==> src/rtl/pb_event_rx_if.sv <==
// Event handshake bundle between the pushbutton receiver and the round logic.
//   ack        consumer -> receiver : accept the pending event
//   evt_valid  receiver -> consumer : an event is pending (held until ack)
//   evt_right  receiver -> consumer : 1 = right won, 0 = left won
//   evt_tie    receiver -> consumer : both buttons pressed on the same cycle
//   pbl_level  receiver -> consumer : debounced left level
//   pbr_level  receiver -> consumer : debounced right level
//   drop_cnt   receiver -> consumer : presses dropped while busy
interface pb_event_rx_if;
  logic       ack;
  logic       evt_valid;
  logic       evt_right;
  logic       evt_tie;
  logic       pbl_level;
  logic       pbr_level;
  logic [7:0] drop_cnt;

  modport master (
    input  ack,
    output evt_valid, evt_right, evt_tie, pbl_level, pbr_level, drop_cnt
  );

  modport slave (
    output ack,
    input  evt_valid, evt_right, evt_tie, pbl_level, pbr_level, drop_cnt
  );
endinterface

==> src/rtl/pb_event_rx.sv <==
// Pushbutton event receiver: synchronizes, debounces and edge-detects the two
// player buttons and presents each press as one held event with valid/ack.
// Ports:
//   clk      game clock (divided), rising edge
//   rst      asynchronous active-high reset
//   pbl_raw  raw left button (1 = pressed)
//   pbr_raw  raw right button (1 = pressed)
//   evt      pb_event_rx_if.master (ack in; evt_valid/right/tie, levels, drop_cnt out)
// Optional build macro: PB_DROP_COUNT_EN enables the saturating dropped-press
// counter; without it drop_cnt is tied to 0.
//
// state   | meaning
// --------+--------------------------------------------------------
// IDLE    | no event outstanding, waiting for a debounced press
// PENDING | event presented on evt_valid, waiting for ack
// LOCKOUT | acked; waiting for both buttons released before rearming
module pb_event_rx #(
  parameter int DEB_CYCLES = 16,
  parameter int CNT_W      = 8
) (
  input  logic          clk,
  input  logic          rst,
  input  logic          pbl_raw,
  input  logic          pbr_raw,
  pb_event_rx_if.master evt
);

  typedef enum logic [1:0] {
    S_IDLE    = 2'd0,
    S_PENDING = 2'd1,
    S_LOCKOUT = 2'd2
  } state_t;

  // Index 0 = left button, index 1 = right button.
  logic [1:0]       sync1_q, sync2_q;
  logic [1:0]       level_q, level_d;
  logic [1:0]       press_q, press_d;
  logic [CNT_W-1:0] cnt_q [2];
  logic [CNT_W-1:0] cnt_d [2];

  state_t state_q, state_d;
  logic   right_q, right_d;
  logic   tie_q, tie_d;

  // Counter runs only while the synchronized input disagrees with the level;
  // reaching DEB_CYCLES flips the level, so shorter glitches never register.
  always_comb begin
    level_d = level_q;
    for (int b = 0; b < 2; b++) begin
      cnt_d[b] = '0;
      if (sync2_q[b] != level_q[b]) begin
        if (cnt_q[b] == CNT_W'(DEB_CYCLES - 1)) begin
          level_d[b] = ~level_q[b];
        end else begin
          cnt_d[b] = cnt_q[b] + 1'b1;
        end
      end
    end
    press_d = level_d & ~level_q;
  end

  always_ff @(posedge clk or posedge rst) begin
    if (rst) begin
      sync1_q  <= '0;
      sync2_q  <= '0;
      level_q  <= '0;
      press_q  <= '0;
      cnt_q[0] <= '0;
      cnt_q[1] <= '0;
    end else begin
      sync1_q  <= {pbr_raw, pbl_raw};
      sync2_q  <= sync1_q;
      level_q  <= level_d;
      press_q  <= press_d;
      cnt_q[0] <= cnt_d[0];
      cnt_q[1] <= cnt_d[1];
    end
  end

  always_ff @(posedge clk or posedge rst) begin
    if (rst) begin
      state_q <= S_IDLE;
      right_q <= 1'b0;
      tie_q   <= 1'b0;
    end else begin
      state_q <= state_d;
      right_q <= right_d;
      tie_q   <= tie_d;
    end
  end

  always_comb begin
    state_d = state_q;
    right_d = right_q;
    tie_d   = tie_q;
    unique case (state_q)
      S_IDLE: begin
        if (|press_q) begin
          state_d = S_PENDING;
          tie_d   = &press_q;
          right_d = press_q[1] & ~press_q[0];
        end
      end
      S_PENDING: begin
        if (evt.ack) begin
          state_d = S_LOCKOUT;
          right_d = 1'b0;
          tie_d   = 1'b0;
        end
      end
      S_LOCKOUT: begin
        if (level_q == 2'b00) state_d = S_IDLE;
      end
      default: begin
        state_d = S_IDLE;
        right_d = 1'b0;
        tie_d   = 1'b0;
      end
    endcase
  end

  assign evt.evt_valid = (state_q == S_PENDING);
  assign evt.evt_right = right_q;
  assign evt.evt_tie   = tie_q;
  assign evt.pbl_level = level_q[0];
  assign evt.pbr_level = level_q[1];

`ifdef PB_DROP_COUNT_EN
  logic [7:0] drop_q, drop_d;
  logic [1:0] drop_inc;
  logic [8:0] drop_sum;

  always_comb begin
    drop_inc = {1'b0, press_q[0]} + {1'b0, press_q[1]};
    drop_sum = {1'b0, drop_q} + {7'b0, drop_inc};
    drop_d   = drop_q;
    if (state_q != S_IDLE) begin
      drop_d = drop_sum[8] ? 8'hFF : drop_sum[7:0];
    end
  end

  always_ff @(posedge clk or posedge rst) begin
    if (rst) drop_q <= '0;
    else     drop_q <= drop_d;
  end

  assign evt.drop_cnt = drop_q;
`else
  assign evt.drop_cnt = '0;
`endif

endmodule

==> src/flat_wrapper.sv <==
// flat-port wrapper written by rule: the top's interface ports become plain ports
module pb_event_rx_flat 
#(
  parameter int DEB_CYCLES = 16,
  parameter int CNT_W      = 8
)
  (clk, rst, pbl_raw, pbr_raw, evt_ack, evt_evt_valid, evt_evt_right, evt_evt_tie, evt_pbl_level, evt_pbr_level, evt_drop_cnt);
  pb_event_rx_if evt_i ();
  input  logic clk;
  input  logic rst;
  input  logic pbl_raw;
  input  logic pbr_raw;
  input wire logic [$bits(evt_i.ack)-1:0] evt_ack;
  output wire logic [$bits(evt_i.evt_valid)-1:0] evt_evt_valid;
  output wire logic [$bits(evt_i.evt_right)-1:0] evt_evt_right;
  output wire logic [$bits(evt_i.evt_tie)-1:0] evt_evt_tie;
  output wire logic [$bits(evt_i.pbl_level)-1:0] evt_pbl_level;
  output wire logic [$bits(evt_i.pbr_level)-1:0] evt_pbr_level;
  output wire logic [$bits(evt_i.drop_cnt)-1:0] evt_drop_cnt;
  assign evt_i.ack = evt_ack;
  assign evt_evt_valid = evt_i.evt_valid;
  assign evt_evt_right = evt_i.evt_right;
  assign evt_evt_tie = evt_i.evt_tie;
  assign evt_pbl_level = evt_i.pbl_level;
  assign evt_pbr_level = evt_i.pbr_level;
  assign evt_drop_cnt = evt_i.drop_cnt;
  pb_event_rx #(.DEB_CYCLES(DEB_CYCLES), .CNT_W(CNT_W)) u_core (.clk(clk), .rst(rst), .pbl_raw(pbl_raw), .pbr_raw(pbr_raw), .evt(evt_i));
endmodule
==> config.mk <==
export PLATFORM = sky130hd
export DESIGN_NAME = pb_event_rx_flat
export DESIGN_NICKNAME = d
export VERILOG_FILES = /design/src/rtl/pb_event_rx_if.sv /design/src/rtl/pb_event_rx.sv /design/src/flat_wrapper.sv
export SDC_FILE = /design/constraint.sdc
export NUM_CORES = 1
export LEC_CHECK = 0
export BUFFER_PORTS_ARGS = -buffer_cell sky130_fd_sc_hd__buf_2
export CORE_MARGIN = 10
export CORE_UTILIZATION = 35
export CTS_CLUSTER_DIAMETER = 200
export DETAILED_ROUTE_END_ITERATION = 10
export HOLD_SLACK_MARGIN = 0.05
export PLACE_DENSITY = 0.61
export SLEW_MARGIN = 0
export SYNTH_ARGS = -nofsm -noshare
export SYNTH_HDL_FRONTEND = slang
export SYNTH_SLANG_ARGS = --single-unit
==> constraint.sdc <==
create_clock -name clk -period 1.5 [get_ports clk]
set_input_delay 0.225 -clock clk [delete_from_list [all_inputs] [get_ports clk]]
set_output_delay 0.225 -clock clk [all_outputs]
set_load 0.005 [all_outputs]
## Word level (Yosys, flattened, before mapping)

Cells that the tools add are included.

| word-level totals | value |
|---|---|
| register bits | 28 |
| bits of input ports | 5 |
| output and inout port bits | 13 |
| word-level logic and storage cells | 50 |

| operators by class | value |
|---|---|
| add/subtract/negate cells | 2 |
| eq/ne operators | 9 |
| muxes and demuxes | 17 |
| bitwise gates (word level) | 7 |
| reduce and logical (&&, ||, !) cells | 6 |

Operators by type and width:

| cell | count |
|---|---|
| 2-to-1 mux 8 bit | 4 |
| adder 8 x 1 -> 8 bit, second input constant | 2 |
| == test 8 x 4 -> 1 bit, second input constant | 2 |
| 2-to-1 mux 1 bit | 7 |
| 2-to-1 mux 2 bit | 3 |
| case mux 1 bit (3 select lines) | 2 |
| case mux 2 bit (3 select lines) | 1 |
| AND reduction 3 bit | 2 |
| zero test 2 bit | 2 |
| != test 2 x 1 -> 1 bit, second input constant | 2 |
| inverter 1 bit | 4 |
| bitwise AND 2 bit | 1 |
| == test 2 x 1 -> 1 bit, second input constant | 1 |
| == test 2 bit, second input constant | 1 |
| != test 1 bit | 2 |
| != test 2 bit, second input constant | 1 |
| inverter 2 bit | 1 |
| AND reduction 2 bit | 1 |
| OR reduction 2 bit | 1 |
| bitwise AND 1 bit | 1 |

## Longest topological paths before layout

Gate-level depths: netlist of the first run.

| logic depth | value |
|---|---|
| word-level depth | 4 |
| gate-level depth with buffers | 4 |
| gate-level depth less buffers | 4 |

## Least setup slack after synthesis of the first run

OpenSTA, ideal clock, no wires.

| timing path | value |
|---|---|
| kind | register to register |
| from | reg u_core.cnt_q[0] (netlist bit) |
| to | reg u_core.level_q[1] |
| library setup time | 125 ps |
| data arrival time | 1225 ps |
| data required time | 1375 ps |
| slack | 150 ps |
| cell stages (with the launch flop) | 5 |
| path buffers | 0 |
| clock period less this slack | 1350 ps |
| cells stage by stage | dfrtp_1 -> ha_1 -> nand3_1 -> nand2b_2 -> mux2_4 |

| between the ends | value |
|---|---|
| cells in the longest elaborated chain, start to end | 3 |

Ends and longest elaborated chain:

| what | RTL line | source |
|---|---|---|
| start, declared | pb_event_rx.sv:38 | `logic [CNT_W-1:0] cnt_q [2];` |
| == test 8 x 4 -> 1 bit | pb_event_rx.sv:52 | `if (cnt_q[b] == CNT_W'(DEB_CYCLES - 1)) begin` |
| 2-to-1 mux 1 bit | pb_event_rx.sv:52 |  |
| 2-to-1 mux 1 bit | pb_event_rx.sv:51 | `if (sync2_q[b] != level_q[b]) begin` |
| via u_core.level_d[1] | pb_event_rx.sv:36 | `logic [1:0] level_q, level_d;` |
| end signal, assigned | pb_event_rx.sv:73 | `level_q <= level_d;` |
| end, declared | pb_event_rx.sv:36 |  |

The timed path passes the listed nets, and every way through them passes these cells.
A chain may end at the register's enable or synchronous reset.

## Worst setup path after layout of the first run

Ends and elaborated chain as after synthesis.

==> results of run 1 <==
## synthesized netlist by cell type
| cell type | number | area share (%) |
|---|---|---|
| a211oi_1 | 1 | 0.58 |
| a21oi_1 | 9 | 3.5 |
| nor2_1 | 7 | 2.0 |
| a41o_2 | 1 | 0.87 |
| a31oi_1 | 1 | 0.48 |
| o21ai_0 | 11 | 4.3 |
| nor3b_1 | 3 | 1.7 |
| nand4_1 | 2 | 0.97 |
| a311oi_1 | 1 | 0.68 |
| nor3_1 | 1 | 0.39 |
| conb_1 | 1 | 0.29 |
| dfrtp_1 | 28 | 54 |
| inv_1 | 3 | 0.87 |
| nand2b_1 | 2 | 0.97 |
| a2bb2oi_1 | 1 | 0.68 |
| nand2_1 | 7 | 2.0 |
| nor2b_1 | 4 | 1.9 |
| nand3b_1 | 1 | 0.58 |
| mux2_4 | 2 | 2.3 |
| a41o_1 | 1 | 0.78 |
| nand3_1 | 5 | 1.9 |
| a22o_1 | 1 | 0.68 |
| nor4_4 | 1 | 1.6 |
| nand2b_2 | 1 | 0.68 |
| nor4_2 | 1 | 0.97 |
| ha_1 | 2 | 1.9 |
| or3_1 | 8 | 3.9 |
| xnor2_1 | 4 | 2.7 |
| buf_4 | 8 | 4.7 |
| xor2_1 | 1 | 0.68 |
## stage by stage
step / cells / cell area, um2 / hold slack [ns]
after detailed placement: 178 / 1390 / 0.305
after global routing: 184 / 1470 / 0.0533
after floorplan: 126 / 1320 / 0.256
final: 184 / 1470 / 0.0612
after CTS: 183 / 1450 / 0.0532
after global placement: 178 / 1390 / 0.302
## cell type report
| cell class | instances | area, um2 | share of cell area [%] |
|---|---|---|---|
| multi-input combinational | 87 | 558 | 38.0 |
| timing repair buffer | 14 | 85.1 | 5.79 |
| inverter | 3 | 11.3 | 0.766 |
| tap | 48 | 60.1 | 4.09 |
| clock buffer | 4 | 55.1 | 3.74 |
| sequential | 28 | 701 | 47.7 |
## timing repair
item / 4_1_cts / 5_1_grt
hold buffers: 1 / 0
gates resized for setup: 0 / 2
endpoints found under the hold margin: 28 / 0
setup endpoints to repair: 0 / 2
buffers inserted: 0 / 1
## state kept, by name (all words and copies together), names as in the netlist
name and count:
u_core.cnt_q 16, u_core.evt.evt_right 1, u_core.evt.evt_tie 1, u_core.level_q 2, u_core.press_q 2, u_core.state_q 2
u_core.sync1_q 2, u_core.sync2_q 2
## layer usage
layer / part of all wire, % / up-vias / global-route usage, %
li1: - / 443 / -
met1: 43 / 435 / 7.23
met2: 50 / 13 / 12.4
met3: 6.1 / 2 / 2.43
met4: 0.93 / 0 / 2.60
met5: 0 / - / 0
## cell families after synthesis
group	synth area share, %
compound gates	12.5
xor+xnor	3.39
simple gates	19.8
mux	2.33
fa+ha+maj	1.94
other cells	0.290
flops	54.3
buf+inv	5.52
## report_power, final
part | total, mW | switching, mW | internal [mW]
Combinational | 0.0765 | 0.0430 | 0.0335
Clock | 0.447 | 0.213 | 0.234
Sequential | 0.793 | 0.0203 | 0.773
## how the worst min path moves through the flow
stage                     cells after the start                 to  slack, ns    start
after floorplan                               0  u_core.sync1_q[0]       0.26  pbl_raw
after global placement                        3    u_core.cnt_q[8]       0.30      rst
after detailed placement                      3  u_core.sync1_q[0]       0.30      rst
after CTS                                     1  u_core.sync1_q[0]       0.05  pbl_raw
after global routing                          1  u_core.sync1_q[0]       0.05  pbl_raw
final                                         1  u_core.sync1_q[0]       0.06  pbl_raw
==> impl_metrics.ini, run 1 <==
[outcome]
status = finished, final reports clean

[critical_path]
cp.arrival_ns = 1.57
timing.rr.start = u_core.cnt_q[0]
worstPathCellList = ha_4 > nand3_1 > nand2b_2 > mux2_4
critPathMaxFanout = 5
startpoint = u_core.cnt_q[0]
crit_cells = 4
path_class = reg2reg
rr_worst_depth = 4
ff2ff_setup_slack_ns = 0.09
path_buf_inv = 0
critical_path.max_stage_delay_ns = 0.46
start_kind = flip-flop
cp_slowest_cell = dfrtp_1
critPathCaptureType = flip-flop
endpoint = u_core.level_q[1]
critPathTopFamily = flip-flops
r2r_end = u_core.level_q[1]
cp.required_ns = 1.66

[routing]
drc_errors = 0
ant_nets = 0
via_per_inst = 4.85
drtIter0Drc = 9
wl_per_cell_um = 12.3
vias = 893
drt_wl_total_mm = 2.26
drt-pass1-iter-count = 4

[die]
start_util_pct = 35.8
core_mm2 = 0.00361
die-area_mm2 = 0.00652
num_rows = 22
die_w_um = 80.7
die_h_um = 80.7
ioPinCount = 18

[cells_and_area]
diodes = 0
final_nets = 144
area_growth_pct = 13.9
drive_gt1_share_pct = 17.6
final_common_cell = dfrtp_1
final_util_pct = 40.8
fillCellCount = 359
mostFrequentLayoutCells = dfrtp_1, o21ai_0, a21oi_1, buf_2

[clock_tree]
path_clk_slew_ns = 0.09
cts_tree = done
clock_latency_ns = 0.26
cts.sinks = 28
cts_root_buf = clkbuf_8
cts_buffer_depth = 2
htree_levels = 1
cts_made_buffers = 3

[timing]
period_share_pct = 94.2
hold_viol_final = 0
drv_slew = 0
setup_ws_ns = 0.0876
max_freq_mhz = 708
rsz0062_at_grt = no
fin_tns_setup_ns = 0
setup_viol = 0
fin_crit_ns = 1.41
clock_skew_ns = 0.00176

[placement]
gp_congestion = 0.774
dp_hpwl_mm = 1.68
numPortBuffers = 9
pre_cts_slack_ns = 0.0612

[grt]
grt_max_degree = 29
first_global_vias = 844
grt_pass1_wl_mm = 3.66
globalRoute.totalOverflow = 0
grt.total_usage_pct = 6.90
grt_antenna_before_repair = 0

[synthesis]
ys_seq_area_share_pct = 54.3
ys_types = 30
synth_area_mm2 = 0.00129
synth_cells = 119
yosys_warnings = 0
avgSynthCellArea_um2 = 10.9
synth-seq-cells = 28

[flow_run]
max_cap_violations = 0

[power]
total_power_mw = 1.32
ir_worst_vdd_v = 0.000490
p_leak_nw = 0.650
powerDensity_mw_per_mm2 = 895

[min_path]
hp-class = in2reg
No activity file was read; power rests on OpenSTA's default activity.
==> run 2: changes to the inputs <==
CORE_UTILIZATION = 55   (was 35)
PLACE_DENSITY = 0.85   (was 0.61)
clock period = 1.64 ns   (was 1.5 ns; I/O delays follow)
==> run 2 against run 1 <==
  * Sequential cell count is the same
  * Cell count decreased by 11%
  * Global-route usage grew 3.3 points
  * Design area decreased by 4.4%
  * Fmax down 4.6%
  * Wire length fell by 1.4%
  * Hold slack better by 0.060 ns
  * Utilization increased by 22 points
  * Critical path type unchanged
==> impl_metrics.ini, run 2 (synthesized netlist as in run 1, its figures left out) <==
[outcome]
status = finished, final reports clean

[clock_tree]
postCtsResizedCells = 0
cts_buffer_depth = 2
cts_root_buf = clkbuf_4
cts_tree = done
cts.sinks = 28
path_clk_slew_ns = 0.14
cts_made_buffers = 3
post_cts_buffers = 0
clock_latency_ns = 0.33
htree_levels = 1

[critical_path]
cp_slowest_cell = dfrtp_1
critPathCaptureType = flip-flop
start_kind = flip-flop
timing.rr.start = u_core.cnt_q[0]
cp.arrival_ns = 1.71
critical_path.max_stage_delay_ns = 0.44
r2r_end = u_core.level_q[1]
ff2ff_setup_slack_ns = 0.16
path_class = reg2reg
startpoint = u_core.cnt_q[0]
critPathMaxFanout = 5
rr_worst_depth = 4
worstPathCellList = ha_1 > nand3_1 > nand2b_2 > mux2_4
cp.required_ns = 1.87

[grt]
grt.total_usage_pct = 10.2
grt_max_degree = 29
first_global_vias = 882
grt_pass1_wl_mm = 3.75
globalRoute.totalOverflow = 0
grt_antenna_before_repair = 0

[placement]
pre_cts_slack_ns = 0.183
gp_congestion = 0.784
numPortBuffers = 9
dp_hpwl_mm = 1.63

[routing]
drc_errors = 0
ant_nets = 0
vias = 907
drt-pass1-iter-count = 4
wl_per_cell_um = 13.7
drtIter0Drc = 128
drt_wl_total_mm = 2.23
via_per_inst = 5.56

[die]
die-area_mm2 = 0.00469
ioPinCount = 18
die_h_um = 68.5
num_rows = 17
start_util_pct = 57.8
die_w_um = 68.5
core_mm2 = 0.00223

[min_path]
hold_path_depth = 2
hp-class = in2reg
hp-start = evt_ack
whs_endpoint = u_core.state_q[0]

[timing]
clock_skew_ns = 0.00454
fin_tns_setup_ns = 0
setup_viol = 0
fin_crit_ns = 1.48
rsz0062_at_grt = no
max_freq_mhz = 675
period_share_pct = 90.3
drv_slew = 0
hold_viol_final = 0
setup_ws_ns = 0.159

[power]
p_int_mw = 0.823
sw_frac_of_total_pct = 23.2
ir_worst_vdd_v = 0.000430
switchingPower_mw = 0.248
p_leak_nw = 0.634
powerDensity_mw_per_mm2 = 763
power_frac_clock_pct = 26.2
total_power_mw = 1.07
combinationalPowerShare_pct = 6.3
power_frac_seq_pct = 67.5

[cells_and_area]
largest_reg_flops = 16
multi_input_area_um2 = 546
final_util_pct = 62.9
ff_latch_area_um2 = 701
mostFrequentLayoutCells = dfrtp_1, o21ai_0, a21oi_1, buf_2
final_nets = 144
drive_gt1_share_pct = 14.8
area_growth_pct = 8.82
top_register = u_core.cnt_q
fillCellCount = 184
final_common_cell = dfrtp_1
diodes = 0

[flow_run]
max_cap_violations = 0
[run 2: changes by cell type in the layout (fill, tap and decap cells not counted)]
cell / delta
clkbuf_8: -4
buf_4: -2
ha_4: -1
ha_1: +1
dlygate4sd3_1: +2
clkbuf_4: +3
[run 2: worst max-delay path by stage]
stage / slack [ns] / to / cells after the start
after floorplan: 0.29 / u_core.level_q[1] / 4
after global placement: 0.25 / u_core.level_q[1] / 4
after detailed placement: 0.18 / u_core.level_q[1] / 4
after CTS: 0.17 / u_core.level_q[1] / 4
after global routing: 0.07 / u_core.cnt_q[6] / 4
final: 0.16 / u_core.level_q[1] / 4
[run 2: worst max-delay path, delay by kind of cell (launching register included)]
family	cells	cell delay (ns)
mux	1	0.30
fa+ha+maj	1	0.25
simple gates	2	0.40
flops	1	0.44
[run 2: power by group through the flow]
stage	combinational [mW]	clock, mW	sequential (mW)
floorplan	0.0580	0	0.733
global placement	0.0605	0	0.735
detailed placement	0.0630	0	0.736
CTS	0.0688	0.283	0.723
global route	0.0794	0.315	0.726
finish	0.0679	0.281	0.723
[run 2: area by class of cell]
cell class	instances	share of cell area [%]
Sequential cell	28	49.9
Multi-Input combinational cell	87	38.8
Timing Repair Buffer	14	6.41
Tap cell	28	2.49
Clock buffer	3	1.60
Inverter	3	0.801
[run 2: per-stage QoR]
stage	hold slack [ns]	instances	area (um2)
3_3_place_gp	0.317	157	1350
4_1_cts	0.128	163	1410
5_1_grt	0.127	163	1410
2_1_floorplan	0.277	126	1320
6_report	0.121	163	1410
3_5_place_dp	0.323	157	1350
[run 2: routing by layer]
layer	track usage, %	up-vias	routed length [um]
li1	-	441	-
met1	12.1	433	960
met2	16.7	28	1060
met3	2.45	5	172
met4	5.53	0	37
met5	0	-	0
[run 2: repair_timing]
item / in CTS / in global routing
endpoints found under the setup margin: 0 / 0
endpoints found under the hold margin: 30 / 0
hold buffers: 3 / 0
